--- config.mk ---
export PLATFORM = sky130hd
export DESIGN_NAME = bird_datapath_flat
export DESIGN_NICKNAME = d
export VERILOG_FILES = /design/src/rtl/bird_pkg.sv /design/src/rtl/bird_datapath_if.sv /design/src/rtl/bird_datapath_sprite_sweep.sv /design/src/rtl/bird_datapath.sv /design/src/flat_wrapper.sv
export SDC_FILE = /design/constraint.sdc
export NUM_CORES = 1
export LEC_CHECK = 0
export ABC_AREA = 0
export BUFFER_PORTS_ARGS = -buffer_cell sky130_fd_sc_hd__buf_2
export CAP_MARGIN = 20
export CORE_ASPECT_RATIO = 0.6
export CORE_MARGIN = 1
export CORE_UTILIZATION = 64
export DETAILED_ROUTE_END_ITERATION = 6
export GPL_TIMING_DRIVEN = 0
export PLACE_DENSITY = 0.87
export SYNTH_ARGS = -nofsm -noshare
export SYNTH_HDL_FRONTEND = slang
export SYNTH_SLANG_ARGS = --single-unit
--- constraint.sdc ---
create_clock -name clk -period 7.4 [get_ports clk]
set_input_delay 0.37 -clock clk [delete_from_list [all_inputs] [get_ports clk]]
set_output_delay 0.37 -clock clk [all_outputs]
set_load 0.02 [all_outputs]
--- src/rtl/bird_pkg.sv ---
// Shared definitions for the bird controller and its datapath: state codes and colour width.
package bird_pkg;

    localparam int unsigned STATE_W = 4;
    localparam int unsigned COL_W   = 3;

    typedef enum logic [STATE_W-1:0] {
        HOLD    = 4'd0,
        LEFT    = 4'd1,
        RIGHT   = 4'd2,
        UP      = 4'd3,
        DOWN    = 4'd4,
        CLEAR   = 4'd5,
        DRAW    = 4'd6,
        SHOT    = 4'd7,
        ESCAPE  = 4'd8,
        CHECK   = 4'd9,
        PREHOLD = 4'd11
    } bird_state_e;

endpackage

--- src/rtl/bird_datapath_if.sv ---
// Controller/crosshair/VGA side signals of the bird datapath.
interface bird_datapath_if;
    import bird_pkg::*;

    logic [STATE_W-1:0] STATE;
    logic               trigger;
    logic [7:0]         cross_x;
    logic [6:0]         cross_y;
    logic [7:0]         vga_x;
    logic [6:0]         vga_y;
    logic [COL_W-1:0]   vga_colour;
    logic               plot;
    logic               enableDraw;
    logic               shot;
    logic               outOfAmmo;
    logic               flying;
    logic [7:0]         hits;

    modport master (
        output STATE, trigger, cross_x, cross_y,
        input  vga_x, vga_y, vga_colour, plot, enableDraw, shot, outOfAmmo, flying, hits
    );

    modport slave (
        input  STATE, trigger, cross_x, cross_y,
        output vga_x, vga_y, vga_colour, plot, enableDraw, shot, outOfAmmo, flying, hits
    );

endinterface

--- src/rtl/bird_datapath_sprite_sweep.sv ---
// Row-major pixel walker over a W x H sprite; restarts on request, stops after the last pixel.
module sprite_sweep #(
    parameter int unsigned W = 8,
    parameter int unsigned H = 8
) (
    input  logic                                   clk,
    input  logic                                   rst_n,
    input  logic                                   i_en,
    input  logic                                   i_restart,
    output logic [((W > 1) ? $clog2(W) : 1)-1:0]   o_col_c,
    output logic [((H > 1) ? $clog2(H) : 1)-1:0]   o_row_c,
    output logic                                   o_fire_c,
    output logic                                   o_last_c,
    output logic                                   o_done_c
);

    localparam int unsigned CW = (W > 1) ? $clog2(W) : 1;
    localparam int unsigned RW = (H > 1) ? $clog2(H) : 1;

    logic [CW-1:0] r_col;
    logic [RW-1:0] r_row;
    logic          r_done;
    logic [CW-1:0] w_col;
    logic [RW-1:0] w_row;
    logic          w_done;

    // A restart takes effect in the same cycle so pixel 0 is emitted immediately.
    always_comb begin
        w_col    = i_restart ? '0 : r_col;
        w_row    = i_restart ? '0 : r_row;
        w_done   = i_restart ? 1'b0 : r_done;
        o_fire_c = i_en && !w_done;
        o_last_c = o_fire_c && (w_col == CW'(W - 1)) && (w_row == RW'(H - 1));
    end

    assign o_col_c  = w_col;
    assign o_row_c  = w_row;
    assign o_done_c = w_done;

    always_ff @(posedge clk or negedge rst_n) begin
        if (!rst_n) begin
            r_col  <= '0;
            r_row  <= '0;
            r_done <= 1'b0;
        end else if (o_fire_c) begin
            if (w_col == CW'(W - 1)) begin
                r_col <= '0;
                r_row <= o_last_c ? '0 : w_row + RW'(1);
            end else begin
                r_col <= w_col + CW'(1);
                r_row <= w_row;
            end
            r_done <= o_last_c;
        end else begin
            r_col  <= w_col;
            r_row  <= w_row;
            r_done <= w_done;
        end
    end

endmodule

--- src/rtl/bird_datapath.sv ---
// Bird datapath: position, ammo and hit status, frame timing and the clear/draw sprite sweeps.
module bird_datapath
    import bird_pkg::*;
#(
    parameter int unsigned     SCREEN_W  = 160,
    parameter int unsigned     SCREEN_H  = 120,
    parameter int unsigned     SPRITE_W  = 8,
    parameter int unsigned     SPRITE_H  = 8,
    parameter int unsigned     STEP      = 2,
    parameter int unsigned     AMMO      = 3,
    parameter int unsigned     FRAME_DIV = 833333,
    parameter int unsigned     X_START   = 76,
    parameter int unsigned     Y_START   = 100,
    parameter logic [COL_W-1:0] BIRD_COL = 3'b110,
    parameter logic [COL_W-1:0] BG_COL   = 3'b011
) (
    input  logic             clk,
    input  logic             reset_n,
    bird_datapath_if.slave   bus
);

    localparam int unsigned XW = 8;
    localparam int unsigned YW = 7;
    localparam int unsigned AW = $clog2(AMMO + 1);
    localparam int unsigned FW = (FRAME_DIV > 1) ? $clog2(FRAME_DIV) : 1;
    localparam int unsigned CW = (SPRITE_W > 1) ? $clog2(SPRITE_W) : 1;
    localparam int unsigned RW = (SPRITE_H > 1) ? $clog2(SPRITE_H) : 1;
    localparam logic [XW-1:0] X_MAX  = XW'(SCREEN_W - SPRITE_W);
    localparam logic [YW-1:0] Y_MAX  = YW'(SCREEN_H - SPRITE_H);
    localparam logic [XW-1:0] STEP_X = XW'(STEP);
    localparam logic [YW-1:0] STEP_Y = YW'(STEP);

    logic [XW-1:0]      r_x;
    logic [YW-1:0]      r_y;
    logic [AW-1:0]      r_ammo;
    logic               r_shot;
    logic               r_flying;
    logic [7:0]         r_hits;
    logic [FW-1:0]      r_frame;
    logic               r_trig_d;
    logic [STATE_W-1:0] r_prev_state;
    logic [XW-1:0]      r_vga_x;
    logic [YW-1:0]      r_vga_y;
    logic [COL_W-1:0]   r_vga_col;
    logic               r_plot;
    logic               r_enable_draw;
    logic               r_ed_given;

    logic [STATE_W-1:0] w_state;
    logic               w_state_chg;
    logic               w_tick;
    logic               w_respawn;
    logic               w_fire_ok;
    logic               w_hit;
    logic               w_ed;
    logic               w_px_fire;
    logic               w_px_last;
    logic               w_sweep_done;
    logic [CW-1:0]      w_col;
    logic [RW-1:0]      w_row;

    assign w_state     = bus.STATE;
    assign w_state_chg = (w_state != r_prev_state);
    assign w_tick      = (r_frame == FW'(FRAME_DIV - 1));
    assign w_respawn   = (w_state == HOLD) && !r_flying;

    // Shots only count while the bird is in play; unlisted codes freeze everything.
    assign w_fire_ok = bus.trigger && !r_trig_d && r_flying && (r_ammo != '0) &&
                       (w_state inside {HOLD, LEFT, RIGHT, UP, DOWN, CLEAR, DRAW});
    assign w_hit     = (bus.cross_x >= r_x) && (bus.cross_x <= r_x + XW'(SPRITE_W - 1)) &&
                       (bus.cross_y >= r_y) && (bus.cross_y <= r_y + YW'(SPRITE_H - 1));

    // Once per visit: CLEAR right after the sweep, DRAW on the first frame tick after it.
    assign w_ed = !w_state_chg && w_sweep_done && !r_ed_given &&
                  ((w_state == CLEAR) || ((w_state == DRAW) && w_tick));

    sprite_sweep #(
        .W (SPRITE_W),
        .H (SPRITE_H)
    ) u_sweep (
        .clk       (clk),
        .rst_n     (reset_n),
        .i_en      ((w_state == CLEAR) || (w_state == DRAW)),
        .i_restart (w_state_chg),
        .o_col_c   (w_col),
        .o_row_c   (w_row),
        .o_fire_c  (w_px_fire),
        .o_last_c  (w_px_last),
        .o_done_c  (w_sweep_done)
    );

    // Position: clamp by comparing before the add/subtract.
    always_ff @(posedge clk or negedge reset_n) begin
        if (!reset_n) begin
            r_x <= XW'(X_START);
            r_y <= YW'(Y_START);
        end else if (w_respawn) begin
            r_x <= XW'(X_START);
            r_y <= YW'(Y_START);
        end else begin
            case (w_state)
                LEFT:    r_x <= (r_x >= STEP_X) ? r_x - STEP_X : '0;
                RIGHT:   r_x <= (r_x >= X_MAX - STEP_X) ? X_MAX : r_x + STEP_X;
                UP:      r_y <= (r_y >= STEP_Y) ? r_y - STEP_Y : '0;
                DOWN:    r_y <= (r_y >= Y_MAX - STEP_Y) ? Y_MAX : r_y + STEP_Y;
                default: ;
            endcase
        end
    end

    always_ff @(posedge clk or negedge reset_n) begin
        if (!reset_n) begin
            r_ammo   <= AW'(AMMO);
            r_shot   <= 1'b0;
            r_flying <= 1'b1;
            r_hits   <= '0;
        end else if (w_respawn) begin
            r_ammo   <= AW'(AMMO);
            r_shot   <= 1'b0;
            r_flying <= 1'b1;
        end else begin
            if (w_fire_ok) begin
                r_ammo <= r_ammo - AW'(1);
                if (w_hit) r_shot <= 1'b1;
            end
            // A SHOT visit lasting several cycles still scores a single hit.
            if (w_state == SHOT) begin
                r_flying <= 1'b0;
                if (r_flying) r_hits <= r_hits + 8'd1;
            end
            if (w_state == ESCAPE) r_flying <= 1'b0;
        end
    end

    always_ff @(posedge clk or negedge reset_n) begin
        if (!reset_n) begin
            r_frame      <= '0;
            r_trig_d     <= 1'b0;
            r_prev_state <= '0;
            r_ed_given   <= 1'b0;
        end else begin
            r_frame      <= w_tick ? '0 : r_frame + FW'(1);
            r_trig_d     <= bus.trigger;
            r_prev_state <= w_state;
            r_ed_given   <= w_state_chg ? 1'b0 : (r_ed_given || w_ed);
        end
    end

    always_ff @(posedge clk or negedge reset_n) begin
        if (!reset_n) begin
            r_vga_x       <= '0;
            r_vga_y       <= '0;
            r_vga_col     <= '0;
            r_plot        <= 1'b0;
            r_enable_draw <= 1'b0;
        end else begin
            if (w_px_fire) begin
                r_vga_x   <= r_x + XW'(w_col);
                r_vga_y   <= r_y + YW'(w_row);
                r_vga_col <= (w_state == DRAW) ? BIRD_COL : BG_COL;
            end
            r_plot        <= w_px_fire;
            r_enable_draw <= w_ed;
        end
    end

    assign bus.vga_x      = r_vga_x;
    assign bus.vga_y      = r_vga_y;
    assign bus.vga_colour = r_vga_col;
    assign bus.plot       = r_plot;
    assign bus.enableDraw = r_enable_draw;
    assign bus.shot       = r_shot;
    assign bus.outOfAmmo  = (r_ammo == '0) && !r_shot;
    assign bus.flying     = r_flying;
    assign bus.hits       = r_hits;

    logic w_unused;
    assign w_unused = w_px_last;

endmodule

--- src/flat_wrapper.sv ---
// flat-port wrapper written by rule: the top's interface ports become plain ports
module bird_datapath_flat import bird_pkg::*;
#(
    parameter int unsigned     SCREEN_W  = 160,
    parameter int unsigned     SCREEN_H  = 120,
    parameter int unsigned     SPRITE_W  = 8,
    parameter int unsigned     SPRITE_H  = 8,
    parameter int unsigned     STEP      = 2,
    parameter int unsigned     AMMO      = 3,
    parameter int unsigned     FRAME_DIV = 833333,
    parameter int unsigned     X_START   = 76,
    parameter int unsigned     Y_START   = 100,
    parameter logic [COL_W-1:0] BIRD_COL = 3'b110,
    parameter logic [COL_W-1:0] BG_COL   = 3'b011
)
  (clk, reset_n, bus_STATE, bus_trigger, bus_cross_x, bus_cross_y, bus_vga_x, bus_vga_y, bus_vga_colour, bus_plot, bus_enableDraw, bus_shot, bus_outOfAmmo, bus_flying, bus_hits);
  bird_datapath_if bus_i ();
  input  logic clk;
  input  logic reset_n;
  input wire logic [$bits(bus_i.STATE)-1:0] bus_STATE;
  input wire logic [$bits(bus_i.trigger)-1:0] bus_trigger;
  input wire logic [$bits(bus_i.cross_x)-1:0] bus_cross_x;
  input wire logic [$bits(bus_i.cross_y)-1:0] bus_cross_y;
  output wire logic [$bits(bus_i.vga_x)-1:0] bus_vga_x;
  output wire logic [$bits(bus_i.vga_y)-1:0] bus_vga_y;
  output wire logic [$bits(bus_i.vga_colour)-1:0] bus_vga_colour;
  output wire logic [$bits(bus_i.plot)-1:0] bus_plot;
  output wire logic [$bits(bus_i.enableDraw)-1:0] bus_enableDraw;
  output wire logic [$bits(bus_i.shot)-1:0] bus_shot;
  output wire logic [$bits(bus_i.outOfAmmo)-1:0] bus_outOfAmmo;
  output wire logic [$bits(bus_i.flying)-1:0] bus_flying;
  output wire logic [$bits(bus_i.hits)-1:0] bus_hits;
  assign bus_i.STATE = bus_STATE;
  assign bus_i.trigger = bus_trigger;
  assign bus_i.cross_x = bus_cross_x;
  assign bus_i.cross_y = bus_cross_y;
  assign bus_vga_x = bus_i.vga_x;
  assign bus_vga_y = bus_i.vga_y;
  assign bus_vga_colour = bus_i.vga_colour;
  assign bus_plot = bus_i.plot;
  assign bus_enableDraw = bus_i.enableDraw;
  assign bus_shot = bus_i.shot;
  assign bus_outOfAmmo = bus_i.outOfAmmo;
  assign bus_flying = bus_i.flying;
  assign bus_hits = bus_i.hits;
  bird_datapath #(.SCREEN_W(SCREEN_W), .SCREEN_H(SCREEN_H), .SPRITE_W(SPRITE_W), .SPRITE_H(SPRITE_H), .STEP(STEP), .AMMO(AMMO), .FRAME_DIV(FRAME_DIV), .X_START(X_START), .Y_START(Y_START), .BIRD_COL(BIRD_COL), .BG_COL(BG_COL)) u_core (.clk(clk), .reset_n(reset_n), .bus(bus_i));
endmodule
==> metrics.yaml, run 1 <==
cp.buffers_inverters: 1
synth_cell_type_count: 66
syn-cell-area_sq_mm: 0.00493
die_w_microns: 115
grt_antenna_before_repair: 0
slew_headroom: 0.443
crit_path_start: "u_core.r_prev_state[1]"
regToRegStartpoint: "u_core.r_prev_state[1]"
total_power_mw: 1.66
core_area_sq_mm: 0.00736
cap_violations: 0
initial_core_util: 0.671
grtUsageTotal: 0.309
hold_viol: 0
skew_ns: 0.00628
max_freq_ghz: 0.357
synthArstFlopShare: 1.00
regToRegSetupSlack_ns: 4.60
cts-root-buf: "clkbuf_16"
worstSkewPairLatency_ns: 0.33
rsz0062_at_grt: "false"
grt_pass1_vias: 4061
status: "finished clean"
yosysSeqAreaShare: 0.398
critPathTopFamily: "simple AND/OR/NAND/NOR gates"
powerDensity_mw_per_mm2: 293
firstDrtPassIters: 5
p_leak_nw: 2.64
fin_nets: 651
slowest_delay_ns: 0.43
crit_fanout: 10
placed_cell_area_sq_mm: 0.00535
grt_pass1_wl_microns: 19400
drv_slew: 0
std_cell_rows: 24
area_delta_synth_final_pct: 14.9
wirelength_microns: 11600
ir_worst_vdd_v: 0.000172
avgRoutedWirePerCell_microns: 16.8
crit_arrival_ns: 3.02
worstSetupEndpointType: "flop"
cts_max_level: 3
via_count: 4235
cts_setup_buffers: 0
yosys_warnings: 0
die_area_sq_mm: 0.00808
fin_crit_sh: 0.379
remaining_drc_errors: 0
cp_data_required_time_ns: 7.61
synthFlopType: "dfrtp_1"
overflow: 0
ctsHoldBuffers: 0
port_buffers: 52
cp_cell_sequence: "xor2_1, nor4_1, clkbuf_1, and2_1, ha_1, a21oi_1, xnor2_1, mux2_1"
start_kind: "flop"
cts_repair_resize_count: 0
n_antenna_cell: 0
setup_tns_ns: 0
setup_viol: 0
layout_commonest_cell: "dfrtp_1"
grt_max_degree: 41
ys_seq_elements: 78
syn_avg_cell_area_sq_um: 9.51
min_period_ns: 2.80
cts_tree: "done"
reg2reg_depth: 8
slowest_stage: "nor4_1"
cts_max_path_buffers: 2
ant_nets: 0
numCtsBuffers: 9
final_cell_mix: "dfrtp_1 (69), buf_2 (57), nor2_1 (51)"
ios: 53
gp_congestion: 0.939
drive_above_1_share: 0.163
hpwl_microns: 8660
worst_pin_slew_ns: 0.828
rr_endpoint: "u_core.bus.vga_x[3]"
design_area_sq_mm: 0.00567
viasPerCell: 6.12
die_y_microns: 70.0
min_path_type: "in -> async"
clkTransAtPathRegs_ns: 0.06
synth_nets: 587
synth_edf_count: 0
utilization: 0.770
worstSetupPathType: "reg -> reg"
synthCells: 519
cts_sinks: 78
drtIter0Drc: 482
worst register-to-register path: cells and delay by family (launching register included):
family | cells | cell delay [ns]
compound gates | 1 | 0.37
xor+xnor | 2 | 0.27
fa+ha+maj | 1 | 0.27
buf+inv | 1 | 0.42
flops | 1 | 0.37
mux | 1 | 0.30
simple gates | 2 | 0.68
cells in the mapped netlist (4+ instances only):
| master | instances | share of area |
|---|---|---|
| dfrtp_1 | 69 | 0.35 |
| nor2_1 | 51 | 0.039 |
| ha_1 | 46 | 0.12 |
| a21oi_1 | 36 | 0.037 |
| nand2_1 | 34 | 0.026 |
| xnor2_1 | 34 | 0.060 |
| inv_1 | 24 | 0.018 |
| o21ai_0 | 20 | 0.020 |
| xor2_1 | 19 | 0.034 |
| clkbuf_1 | 14 | 0.011 |
| nand3_1 | 14 | 0.014 |
| nand4_1 | 12 | 0.015 |
| nor3_1 | 12 | 0.012 |
| dfstp_2 | 9 | 0.048 |
| nor2b_1 | 7 | 0.0089 |
| and2_1 | 6 | 0.0076 |
| buf_2 | 6 | 0.0061 |
| mux2_1 | 6 | 0.014 |
| a31oi_1 | 5 | 0.0063 |
| mux2_2 | 5 | 0.011 |
| and3_1 | 4 | 0.0051 |
| nand3b_1 | 4 | 0.0061 |
| or4_1 | 4 | 0.0061 |
final cells by class:
| type | count | area (sq um) |
|---|---|---|
| fill | 491 | 1690 |
| tap | 104 | 130 |
| clock buffer | 10 | 229 |
| sequential | 78 | 1960 |
| clock inverter | 6 | 92.6 |
| buffer | 23 | 93.8 |
| multi-input combinational | 394 | 2790 |
| inverter | 24 | 90.1 |
| timing repair buffer | 53 | 283 |
cell families after synthesis:
kind of cell / share of synthesized area
AND/OR/NAND/NOR: 0.183
adder cells (fa/ha/maj): 0.117
AO/OA/AOI/OAI: 0.144
multiplexers: 0.0271
buffers and inverters: 0.0373
XOR/XNOR: 0.0941
flip-flops: 0.398
report_power, final:
group | internal (mW) | switching [mW] | total (mW)
clock | 0.298 | 0.177 | 0.474
combinational | 0.238 | 0.382 | 0.620
sequential | 0.508 | 0.0608 | 0.569
total | 1.04 | 0.619 | 1.66
state kept, by name, summed over array words and instances, names as in the netlist, 2 cells and up:
signal and flops:
u_core.bus.hits 8, u_core.bus.vga_colour 3, u_core.bus.vga_x 8, u_core.bus.vga_y 7
u_core.r_ammo 2, u_core.r_frame 20, u_core.r_prev_state 4, u_core.r_x 7
u_core.r_y 6, u_core.u_sweep.r_col 3, u_core.u_sweep.r_row 3
how the worst max path moves through the flow:
stage,end,depth (start not counted)
2_1_floorplan,u_core.bus.vga_x[3],9
3_3_place_gp,u_core.bus.vga_x[3],10
5_1_grt,u_core.bus.vga_x[3],8
3_5_place_dp,u_core.bus.vga_x[3],10
6_report,u_core.bus.vga_x[3],8
4_1_cts,u_core.bus.vga_x[3],8
through the flow:
step / hold slack (ns) / instances / setup WS [ns]
after global placement: 0.448 / 675 / 4.37
final: 0.00448 / 692 / 4.60
after floorplan: 0.0744 / 519 / 4.86
after global routing: 0.0337 / 692 / 4.42
after detailed placement: 0.372 / 676 / 4.33
after CTS: 0.0152 / 692 / 4.63
routing by layer:
metal | up-vias | track usage | share of wire
met4 | 0 | 0.0649 | 0.0031
met5 | - | 0 | 0
li1 | 1984 | - | -
met2 | 206 | 0.473 | 0.44
met3 | 6 | 0.0816 | 0.088
met1 | 2039 | 0.441 | 0.47
Power figures use the tool's default switching activity.
==> inputs of run 2 (changes only) <==
--- a/config.mk
+++ b/config.mk
@@ -10,10 +10,10 @@
 export CAP_MARGIN = 20
 export CORE_ASPECT_RATIO = 0.6
 export CORE_MARGIN = 1
-export CORE_UTILIZATION = 64
+export CORE_UTILIZATION = 54
 export DETAILED_ROUTE_END_ITERATION = 6
 export GPL_TIMING_DRIVEN = 0
-export PLACE_DENSITY = 0.87
+export PLACE_DENSITY = 0.78
 export SYNTH_ARGS = -nofsm -noshare
 export SYNTH_HDL_FRONTEND = slang
 export SYNTH_SLANG_ARGS = --single-unit
==> constraint.sdc (replaced) <==
create_clock -name clk -period 2.3 [get_ports clk]
set_input_delay 0.115 -clock clk [delete_from_list [all_inputs] [get_ports clk]]
set_output_delay 0.115 -clock clk [all_outputs]
set_load 0.02 [all_outputs]
==> run 2 against run 1 <==
  * The run now ends with design-rule violations left
  * Total power grew to 3.3 times the previous value
  * Clock power grew to 3.0 times the previous value
  * Critical path depth rose by 2
  * Routed wire length is 5.5% higher
  * Via count grew 1.3%
  * Cell count increased by 3.0%
  * Clock skew barely moved
  * Sequential power grew to 3.3 times the previous value
  * Fmax rose by 24%
  * Combinational power rose to 3.5 times the previous value
  * Non-clock buffer count is 13 higher
  * Highest routed layer unchanged
==> metrics.yaml, run 2 (synthesized netlist as in run 1, its figures left out) <==
die_y_microns: 76.0
gp_congestion: 0.940
drv_slew: 0
grt_pass1_wl_microns: 19900
hpwl_microns: 8640
utilization: 0.693
cell_internal_pwr_mw: 3.40
crit_arrival_ns: 2.54
max_freq_ghz: 0.442
drtIter0Drc: 345
p_leak_nw: 2.76
pwr-share-seq: 0.346
regToRegSetupSlack_ns: 0.04
area_delta_synth_final_pct: 22.0
initial_core_util: 0.568
largest_reg_flops: 20
ant_nets: 0
n_antenna_cell: 0
fin_nets: 664
powerDensity_mw_per_mm2: 912
slew_headroom: 0.445
switching_share: 0.380
hold_viol: 0
slowest_stage: "dfstp_2"
drive_above_1_share: 0.246
die_area_sq_mm: 0.00954
reg2reg_depth: 10
pwr-share-clk: 0.259
status: "finished with violations"
cts_tree: "done"
via_count: 4292
cts_max_path_buffers: 2
largest_register: "u_core.r_frame"
switchingPower_mw: 2.09
fin_crit_sh: 0.984
crit_fanout: 5
timing.hold.ws_ns: 0.253
numCtsBuffers: 9
worstSetupPathType: "reg -> reg"
firstDrtPassIters: 7
remaining_drc_errors: 6
final_cell_mix: "dfrtp_1 (66), buf_2 (57), nor2_1 (48)"
regToRegStartpoint: "u_core.r_y[2]"
overflow: 0
comb_power_share: 0.395
std_cell_rows: 26
skew_ns: 0.00651
cp_cell_sequence: "inv_2, ha_4, nor2_4, xnor2_1, ha_1, a21oi_2, nand2_1, a211o_1, a21oi_2, a32o_1"
layout_commonest_cell: "dfrtp_1"
cts_max_level: 3
port_buffers: 52
cts_sinks: 78
worstSetupEndpointType: "flop"
core_area_sq_mm: 0.00869
ios: 53
cp_data_required_time_ns: 2.57
grt_pass1_vias: 3993
grtUsageTotal: 0.264
wirelength_microns: 12200
setup_tns_ns: 0
min_path_type: "in -> async"
viasPerCell: 6.02
clkTransAtPathRegs_ns: 0.06
start_kind: "flop"
cts-root-buf: "clkbuf_16"
worst_pin_slew_ns: 0.825
worstSkewPairLatency_ns: 0.34
ir_worst_vdd_v: 0.000619
grt_max_degree: 50
failed_checks: "design-rule violations"
slowest_delay_ns: 0.54
setup_viol: 0
die_w_microns: 125
rr_endpoint: "u_core.bus.shot"
min_period_ns: 2.26
rsz0062_at_grt: "true"
cp.buffers_inverters: 1
critPathTopFamily: "compound AO/OA/AOI/OAI gates"
cap_violations: 0
total_power_mw: 5.49
grt_antenna_before_repair: 0
cp_common_cell: "a21oi_2"
avgRoutedWirePerCell_microns: 17.2
==> run 2: power groups by stage <==
stage / Sequential (mW) / Clock, mW / Combinational, mW
after global routing: 1.93 / 1.50 / 2.38
after CTS: 1.87 / 1.44 / 2.02
after floorplan: 1.94 / 0 / 1.28
final: 1.90 / 1.42 / 2.17
after global placement: 1.84 / 0 / 1.87
after detailed placement: 1.85 / 0 / 1.96
==> run 2: how the worst max path moves through the flow <==
stage,from,end,slack (ns),depth (start not counted)
6_report,u_core.r_y[2],u_core.bus.shot,0.04,10
5_1_grt,u_core.r_prev_state[1],u_core.u_sweep.r_row[2],-0.08,9
4_1_cts,u_core.r_x[3],u_core.bus.shot,-0.01,9
3_5_place_dp,bus_STATE[3],u_core.bus.vga_x[3],-0.31,10
3_3_place_gp,u_core.r_x[3],u_core.bus.shot,-0.28,9
2_1_floorplan,u_core.r_prev_state[1],u_core.bus.vga_x[3],0.07,8
==> run 2: layout make-up <==
cell class / count / area [sq um]
multi-input cells: 394 / 2980
fillers: 672 / 2670
flip-flops and latches: 78 / 1970
repair buffers: 71 / 444
clock buffers: 10 / 239
well taps: 112 / 140
plain buffers: 18 / 95.1
inverters: 24 / 95.1
clock inverters: 6 / 61.3
==> run 2: timing repair <==
action                                 CTS  global route
endpoints found under the hold margin   29             0
buffers inserted                         5             7
setup endpoints to repair               11            20
gates resized for setup                 21            37
hold buffers                             6             0
pin swaps                                5            14
==> run 2: through the flow <==
stage                     instances  instance area, sq um  worst slack, ns
after global placement          683                  5340           -0.282
after CTS                       707                  5820          -0.0133
final                           713                  6020           0.0366
after detailed placement        684                  5370           -0.312
after global routing            713                  6020          -0.0797
after floorplan                 519                  4940           0.0711
==> run 2: metal layers <==
layer	global-route usage	part of all wire
met5	0	0
met4	0.0646	0.0078
met3	0.0618	0.076
met2	0.389	0.44
met1	0.391	0.47
